## config.mk

```make
export PLATFORM = sky130hd
export DESIGN_NAME = load_align_unit
export DESIGN_NICKNAME = d
export VERILOG_FILES = /design/src/rtl/load_align_unit.sv
export SDC_FILE = /design/constraint.sdc
export NUM_CORES = 1
export LEC_CHECK = 0
export CORE_ASPECT_RATIO = 0.7
export CORE_MARGIN = 2
export CORE_UTILIZATION = 47
export CTS_BUF_LIST = sky130_fd_sc_hd__clkbuf_8
export DETAILED_ROUTE_END_ITERATION = 10
export GPL_TIMING_DRIVEN = 1
export PLACE_DENSITY = 0.89
export SLEW_MARGIN = 40
export SYNTH_ARGS = -nofsm -noshare
export SYNTH_HDL_FRONTEND = slang
export SYNTH_SLANG_ARGS = --single-unit
```

## constraint.sdc

```tcl
create_clock -name i_clock -period 1.87 [get_ports i_clock]
set_input_delay 0.374 -clock i_clock [delete_from_list [all_inputs] [get_ports i_clock]]
set_output_delay 0.374 -clock i_clock [all_outputs]
set_load 0.03 [all_outputs]
```

## src/rtl/load_align_unit.sv

```systemverilog
// Registered load-data aligner: extracts the addressed B/H/W/D lane and sign/zero-extends it.
// Define LOAD_UNALIGNED_EN to merge word-crossing loads over two beats instead of faulting.
module load_align_unit #(
  parameter int unsigned PROC_BITS = 32,
  localparam int unsigned WORD_BYTES = PROC_BITS / 8,
  localparam int unsigned OFS_BITS = $clog2(WORD_BYTES)
) (
  input  logic                 i_clock,
  input  logic                 i_reset_n,
  input  logic                 i_valid,
  output logic                 o_ready,
  input  logic [PROC_BITS-1:0] i_data_in,
  input  logic [OFS_BITS-1:0]  i_byte_offset,
  input  logic [2:0]           i_ls_filter_op,
  output logic                 o_valid,
  input  logic                 i_ready,
  output logic [PROC_BITS-1:0] o_data_out,
  output logic                 o_misaligned,
  output logic                 o_beat2_pending
);

  localparam int unsigned ShW = OFS_BITS + 3;

  // Codes with no defined lane at this width pass the word through untouched.
  function automatic logic is_pass(input logic [2:0] op);
    return (op == 3'b010) || ((PROC_BITS == 32) && (op[2:1] == 2'b11));
  endfunction

  function automatic logic [3:0] op_size(input logic [2:0] op);
    logic [3:0] sz;
    case (op)
      3'b000, 3'b100: sz = 4'd1;
      3'b001, 3'b101: sz = 4'd2;
      3'b011, 3'b110: sz = 4'd4;
      3'b111:         sz = 4'd8;
      default:        sz = 4'(WORD_BYTES);
    endcase
    if (is_pass(op)) sz = 4'(WORD_BYTES);
    return sz;
  endfunction

  function automatic logic [PROC_BITS-1:0] extend(input logic [PROC_BITS-1:0] raw,
                                                  input logic [3:0]           sz,
                                                  input logic                 sgn);
    logic [PROC_BITS-1:0] ext;
    logic                 fill;
    case (sz)
      4'd1:    fill = sgn & raw[7];
      4'd2:    fill = sgn & raw[15];
      4'd4:    fill = sgn & raw[31];
      default: fill = sgn & raw[PROC_BITS-1];
    endcase
    for (int i = 0; i < PROC_BITS; i++) begin
      ext[i] = (i < 8 * int'(sz)) ? raw[i] : fill;
    end
    return ext;
  endfunction

  logic                 accept;
  logic                 valid_q, valid_d;
  logic                 mis_q, mis_d;
  logic [PROC_BITS-1:0] data_q, data_d;
  logic [3:0]           ofs4;
  logic [3:0]           cur_size;
  logic                 cur_pass;
  logic [PROC_BITS-1:0] lane;

  assign o_ready  = !valid_q || i_ready;
  assign accept   = i_valid && o_ready;
  assign ofs4     = 4'(i_byte_offset);
  assign cur_size = op_size(i_ls_filter_op);
  assign cur_pass = is_pass(i_ls_filter_op);
  assign lane     = cur_pass ? i_data_in : (i_data_in >> {i_byte_offset, 3'b000});

`ifdef LOAD_UNALIGNED_EN
  typedef enum logic [0:0] {StIdle, StBeat2} state_e;

  localparam logic [ShW:0] ProcBitsW = PROC_BITS[ShW:0];

  state_e               state_q, state_d;
  logic [PROC_BITS-1:0] hold_q, hold_d;
  logic [2:0]           op_q, op_d;
  logic [OFS_BITS-1:0]  ofs_q, ofs_d;
  logic                 crosses;
  logic [ShW:0]         sh2;

  assign crosses = !cur_pass && (({1'b0, ofs4} + {1'b0, cur_size}) > 5'(WORD_BYTES));
  // Beat-1 bytes already sit at the bottom of hold_q; beat-2 bytes go directly above them.
  assign sh2     = ProcBitsW - {1'b0, ofs_q, 3'b000};
  assign o_beat2_pending = (state_q == StBeat2);

  always_comb begin
    state_d = state_q;
    hold_d  = hold_q;
    op_d    = op_q;
    ofs_d   = ofs_q;
    valid_d = valid_q;
    data_d  = data_q;
    mis_d   = 1'b0;
    if (accept) begin
      if (state_q == StBeat2) begin
        valid_d = 1'b1;
        data_d  = extend(hold_q | (i_data_in << sh2), op_size(op_q), !op_q[2]);
        state_d = StIdle;
      end else if (crosses) begin
        // An accept implies the output was empty or draining, so no result is lost here.
        valid_d = 1'b0;
        hold_d  = lane;
        op_d    = i_ls_filter_op;
        ofs_d   = i_byte_offset;
        state_d = StBeat2;
      end else begin
        valid_d = 1'b1;
        data_d  = extend(lane, cur_size, !i_ls_filter_op[2]);
      end
    end else if (i_ready) begin
      valid_d = 1'b0;
    end
  end

  always_ff @(posedge i_clock or negedge i_reset_n) begin
    if (!i_reset_n) begin
      state_q <= StIdle;
      hold_q  <= '0;
      op_q    <= '0;
      ofs_q   <= '0;
    end else begin
      state_q <= state_d;
      hold_q  <= hold_d;
      op_q    <= op_d;
      ofs_q   <= ofs_d;
    end
  end
`else
  logic fault;

  assign fault = !cur_pass && ((ofs4 & (cur_size - 4'd1)) != 4'd0);
  assign o_beat2_pending = 1'b0;

  always_comb begin
    valid_d = valid_q;
    data_d  = data_q;
    mis_d   = mis_q;
    if (accept) begin
      valid_d = 1'b1;
      mis_d   = fault;
      data_d  = fault ? '0 : extend(lane, cur_size, !i_ls_filter_op[2]);
    end else if (i_ready) begin
      valid_d = 1'b0;
    end
  end
`endif

  always_ff @(posedge i_clock or negedge i_reset_n) begin
    if (!i_reset_n) begin
      valid_q <= 1'b0;
      data_q  <= '0;
      mis_q   <= 1'b0;
    end else begin
      valid_q <= valid_d;
      data_q  <= data_d;
      mis_q   <= mis_d;
    end
  end

  assign o_valid      = valid_q;
  assign o_data_out   = data_q;
  assign o_misaligned = mis_q;

endmodule

```

[Word level (Yosys, flattened, before mapping)]
Index checks and enable logic that the tools add are counted.
Cells by class
  $add $sub $neg: 1
  order comparisons: 32
  equal/unequal tests: 8
  shift-type cells: 1
  multiplexer cells: 39
  bitwise gates (word level): 4
  reductions and logical operators: 12
Operator list (number)
  < comparator 5 x 7 -> 1 bit (first input constant): 16
  2-to-1 mux 32 bit: 2
  < comparator 4 x 7 -> 1 bit (first input constant): 8
  2-to-1 mux 1 bit: 34
  right shift 32 x 5 -> 32 bit: 1
  < comparator 3 x 7 -> 1 bit (first input constant): 4
  < comparator 1 x 7 -> 1 bit (first input constant): 2
  < comparator 2 x 7 -> 1 bit (first input constant): 2
  case mux 4 bit (3 select lines): 1
  == test 3 bit (second input constant): 3
  bitwise AND 2 x 4 -> 4 bit: 1
  == test 4 x 1 -> 1 bit (second input constant): 1
  == test 4 x 2 -> 1 bit (second input constant): 1
  2-to-1 mux 4 bit: 1
  nonzero test 4 bit: 1
  OR reduction 2 bit: 2
  subtractor 4 x 1 -> 4 bit (second input constant): 1
  bitwise AND 1 bit: 3
  == test 3 x 1 -> 1 bit (second input constant): 1
  == test 3 x 2 -> 1 bit (second input constant): 1
  zero test 1 bit: 3
  zero test 3 bit: 1
  == test 2 bit (second input constant): 1
  logical AND 1 bit: 2
  other kinds (3): 4
Storage, ports and cells
  bits in registers: 34
  word-level logic and storage cells: 100

[Longest topological paths before layout]
  depth in word-level cells: 9
  mapped depth: 10

[Worst setup path after synthesis]
Ideal clock, no wire load.
  kind: input -> register
  from: input port i_ls_filter_op[0]
  to: register data_q[10] (netlist: o_data_out[10])
  setup time: 0.140 ns
  arrival time: 2.341 ns
  required time: 1.730 ns
  setup slack: -0.611 ns
  stages: 9
  buffers on the path: 1
  cells stage by stage: buf_2 nor2_1 inv_1 ha_1 nand2b_1 a22oi_1 nor3_1 a2111oi_4 o31ai_1
Between the ends
  longest elaborated chain between the ends: 9
  elaborated cells on any way between the ends: 26
  classes of those cells: add/sub: 1; order compare: 1; eq/ne: 7; mux: 6; bitwise: 4; reduce/logical: 7
Ends and longest elaborated chain
  start, declared: RTL line 14  | input logic [2:0] i_ls_filter_op,
  == test 3 x 1 -> 1 bit (tied with other cells): RTL line 31  | case (op)
  OR reduction 2 bit: RTL line 31
  case mux 4 bit (3 select lines): RTL line 31
  2-to-1 mux 4 bit: RTL line 38  | if (is_pass(op)) sz = 4'(WORD_BYTES);
  subtractor 4 x 1 -> 4 bit: RTL line 137  | assign fault = !cur_pass && ((ofs4 & (cur_size - 4'd1)) != 4'd0);
  bitwise AND 2 x 4 -> 4 bit: RTL line 137
  nonzero test 4 bit: RTL line 137
  logical AND 1 bit: RTL line 137
  2-to-1 mux 32 bit (*): RTL line 147  | data_d = fault ? '0 : extend(lane, cur_size, !i_ls_filter_op[2]);
  end signal, assigned: RTL line 161  | data_q <= data_d;
  end, declared: RTL line 62  | logic [PROC_BITS-1:0] data_q, data_d;
Every way passes the cells marked *; elsewhere a longest branch is shown, timed or not.
A chain may end at the register's enable or synchronous reset.

[Worst setup path after layout]
  from: input port i_data_in[15]
  to: register data_q[12] (netlist: o_data_out[12])
Between the ends
  longest elaborated chain between the ends: 6
  elaborated cells on any way between the ends: 8
  classes of those cells: shift: 1; mux: 4; bitwise: 3
Ends and longest elaborated chain
  start, declared: RTL line 12  | input logic [PROC_BITS-1:0] i_data_in,
  right shift 32 x 5 -> 32 bit: RTL line 73  | assign lane = cur_pass ? i_data_in : (i_data_in >> {i_byte_offset, 3'b000});
  2-to-1 mux 32 bit (*): RTL line 73
  bitwise AND 1 bit (on tied branches)
  case mux 1 bit (2 select lines) (*): RTL line 47  | case (sz)
  2-to-1 mux 1 bit (*): RTL line 54  | ext[i] = (i < 8 * int'(sz)) ? raw[i] : fill;
  2-to-1 mux 32 bit (*): RTL line 147
Marks and branches as above.

==> impl_metrics.yaml <==
sta:
  fin_skew_ns: 0.00460
  setup_viol: 0
  fmax_mhz: 544
  fin_ws_ns: 0.0329
  timing.final.crit_share: 0.982
  fin_crit_ns: 1.84
  finalMaxSlewViolations: 0
  final_hold_viol_count: 0
floorplan:
  core_mm2: 0.00473
  io_pins: 77
  fp.dieW_um: 87.1
  rows: 21
  dieArea_mm2: 0.00542
  start_util: 0.481
  die_y_um: 62.2
flow_run:
  drv_cap: 0
setup_path:
  crit_path_end_kind: "flop"
  cp_max_fo: 7
  critical_path_class: "in2reg"
  cp_slowest_stage_delay_ns: 0.47
  r2r_slack_ns: 0.26
  cp.required_ns: 2.04
  path_cells: "clkdlybuf4s50_1 > a21oi_2 > a221oi_2 > a21o_4 > a2111oi_4 > buf_6 > o31ai_1"
  cpMaxStageDelayCell: "clkdlybuf4s50_1"
  r2r-start: "o_valid"
  rr_worst_depth: 7
  cp.arrival_ns: 2.01
  cp-start-kind: "input pin"
  rr_endpoint: "o_data_out[3]"
grt:
  grt_max_degree: 35
  antenna_found_initial: 0
  grt-ovfl-total: 0
  grt_pass1_vias: 2666
  grt_pass1_wl_um: 13400
  grt_usage: 0.319
route:
  drc: 0
  wire_per_inst_um: 20.2
  first_iter_violations: 567
  drtPass1Iterations: 6
  viasPerCell: 6.41
  wl_um: 8420
  final_antenna_net_count: 0
  vias: 2680
logic_synthesis:
  ys_seq_area_frac: 0.374
  synthCells: 242
  yosysTopAreaCellShare: 0.374
  syn_avg_cell_area_um2: 9.39
  synth_cell_type_count: 36
  yosys_warnings: 0
  synth-seq-cells: 34
  netlist.top_cell.by_area: "dfrtp_1"
  synth_area_leaders: "dfrtp_1 (37%), a22oi_1 (8.6%), o21ai_0 (5.3%)"
  synth_nets: 287
  netlist_area_mm2: 0.00227
clocking:
  clockRootBuffer: "clkbuf_8"
  cts_max_level: 2
  cts_tree: "yes"
  clock-sinks: 34
  cts_hold_buf: 0
  numCtsBuffers: 5
  clkLatencyLatePin_ns: 0.29
  clk_path_buf_depth: 2
  path_clk_slew_ns: 0.08
placed_design:
  dp_slack_ns: -0.842
  dp_hpwl_um: 5760
  io_buffers: 75
  gp_congestion: 0.944
pwr:
  leakage_nw: 1.63
  power.total_mw: 2.90
  ir_drop_v: 0.000430
  p_per_area_mw_per_mm2: 772
min_path:
  worstHoldStart: "o_data_out[1]"
  holdPathEnd: "o_data_out[1]"
  holdCritPathClass: "reg2reg"
  worstHoldPathCells: 2
run_status:
  status: "complete, no violations"
layout:
  antenna_cells: 0
  fin_nets: 406
  drive_above_1_share: 0.313
  synthToLayoutAreaGrowth_pct: 65.5
[synth_stat cells]
cell type,n
nor3_1,2
nor2b_1,4
buf_2,3
a22o_1,12
o31ai_1,14
a21o_1,2
a21o_4,1
mux2_2,7
o21ai_1,3
clkbuf_1,11
and2b_1,1
conb_1,1
buf_6,3
a221oi_1,6
o211a_1,1
a21boi_1,1
buf_4,1
dfrtp_1,34
inv_1,5
a2111oi_4,3
a221o_1,2
a22oi_1,26
o21ai_0,24
a21oi_1,11
o211ai_1,2
o21a_1,1
nand2_1,31
ha_1,4
a211oi_4,2
and3_1,8
and2_1,1
mux2i_1,1
nor3_2,2
nor2_1,6
nand2b_1,5
nand2b_4,1
[sequential cells by signal (all words and copies together) (netlist names)]
name          flops
o_data_out       32
o_misaligned      1
o_valid           1
[cells in the final DEF (no fill, tap or decap), types with 8 or more instances in the layout]
cell type        Yosys  final
clkdlybuf4s50_1      0     67
buf_4                1     49
dfrtp_1             34     34
nand2_1             31     30
a22oi_1             26     25
o21ai_0             24     19
a22o_1              12     12
a21oi_1             11     10
and3_1               8      8
o21ai_1              3      8
[cells by family after synthesis]
group	after synthesis	share of synthesized area
AND/OR/NAND/NOR	61	0.133
multiplexers	8	0.0391
buffers and inverters	23	0.0512
flip-flops	34	0.374
other	1	0.00165
adder cells (fa/ha/maj)	4	0.0220
AO/OA/AOI/OAI	111	0.379
[where the power goes]
group          internal [mW]  switching [mW]  leakage (nW)
sequential             0.850          0.0732         0.444
combinational          0.572           0.700          1.13
clock                  0.427           0.282        0.0573
[repair_timing]
item / CTS / global route
buffers inserted: 7 / 0
gates resized for setup: 38 / 18
pin swaps: 9 / 7
endpoints found under the setup margin: 33 / 27
[worst max-delay path, delay by kind of cell]
family	cells	cell delay, ns
AO/OA/AOI/OAI	5	0.94
buffers and inverters	2	0.68
[layer usage]
metal / vias to the layer above / global-route usage / share of wire
met1: 1291 / 0.413 / 0.40
met5: - / 0 / 0
met2: 189 / 0.519 / 0.48
met4: 0 / 0.131 / 0.033
li1: 1160 / - / -
met3: 40 / 0.0665 / 0.089
[worst max-delay path by stage]
stage | to | cells past startpoint | from | slack [ns]
after floorplan | o_data_out[0] | 7 | i_ls_filter_op[1] | -0.19
after global placement | o_data_out[8] | 9 | i_ls_filter_op[0] | -0.67
after detailed placement | o_data_out[19] | 8 | i_ls_filter_op[1] | -0.84
after CTS | o_data_out[0] | 7 | i_byte_offset[1] | 0.01
after global routing | o_data_out[3] | 11 | i_ls_filter_op[1] | -0.02
final | o_data_out[12] | 7 | i_data_in[15] | 0.03
[cell type report]
class | count | area, um2
clock buffers | 6 | 82.6
clock inverters | 1 | 30.0
fillers | 287 | 966
inverters | 5 | 18.8
multi-input cells | 185 | 1510
flip-flops and latches | 34 | 851
well taps | 57 | 71.3
repair buffers | 130 | 1200
[metrics by stage]
step	instances	setup TNS, ns	utilization	instance area [um2]	hold slack [ns]
after floorplan	242	-5.29	-	2340	0.0784
after global placement	406	-20.49	0.731	3460	0.463
after detailed placement	406	-24.02	0.731	3460	0.468
after CTS	418	0	0.787	3720	0.483
after global routing	418	-0.0584	0.796	3760	0.508
final	418	0	0.796	3760	0.486
No activity file was read; power rests on OpenSTA's default activity.
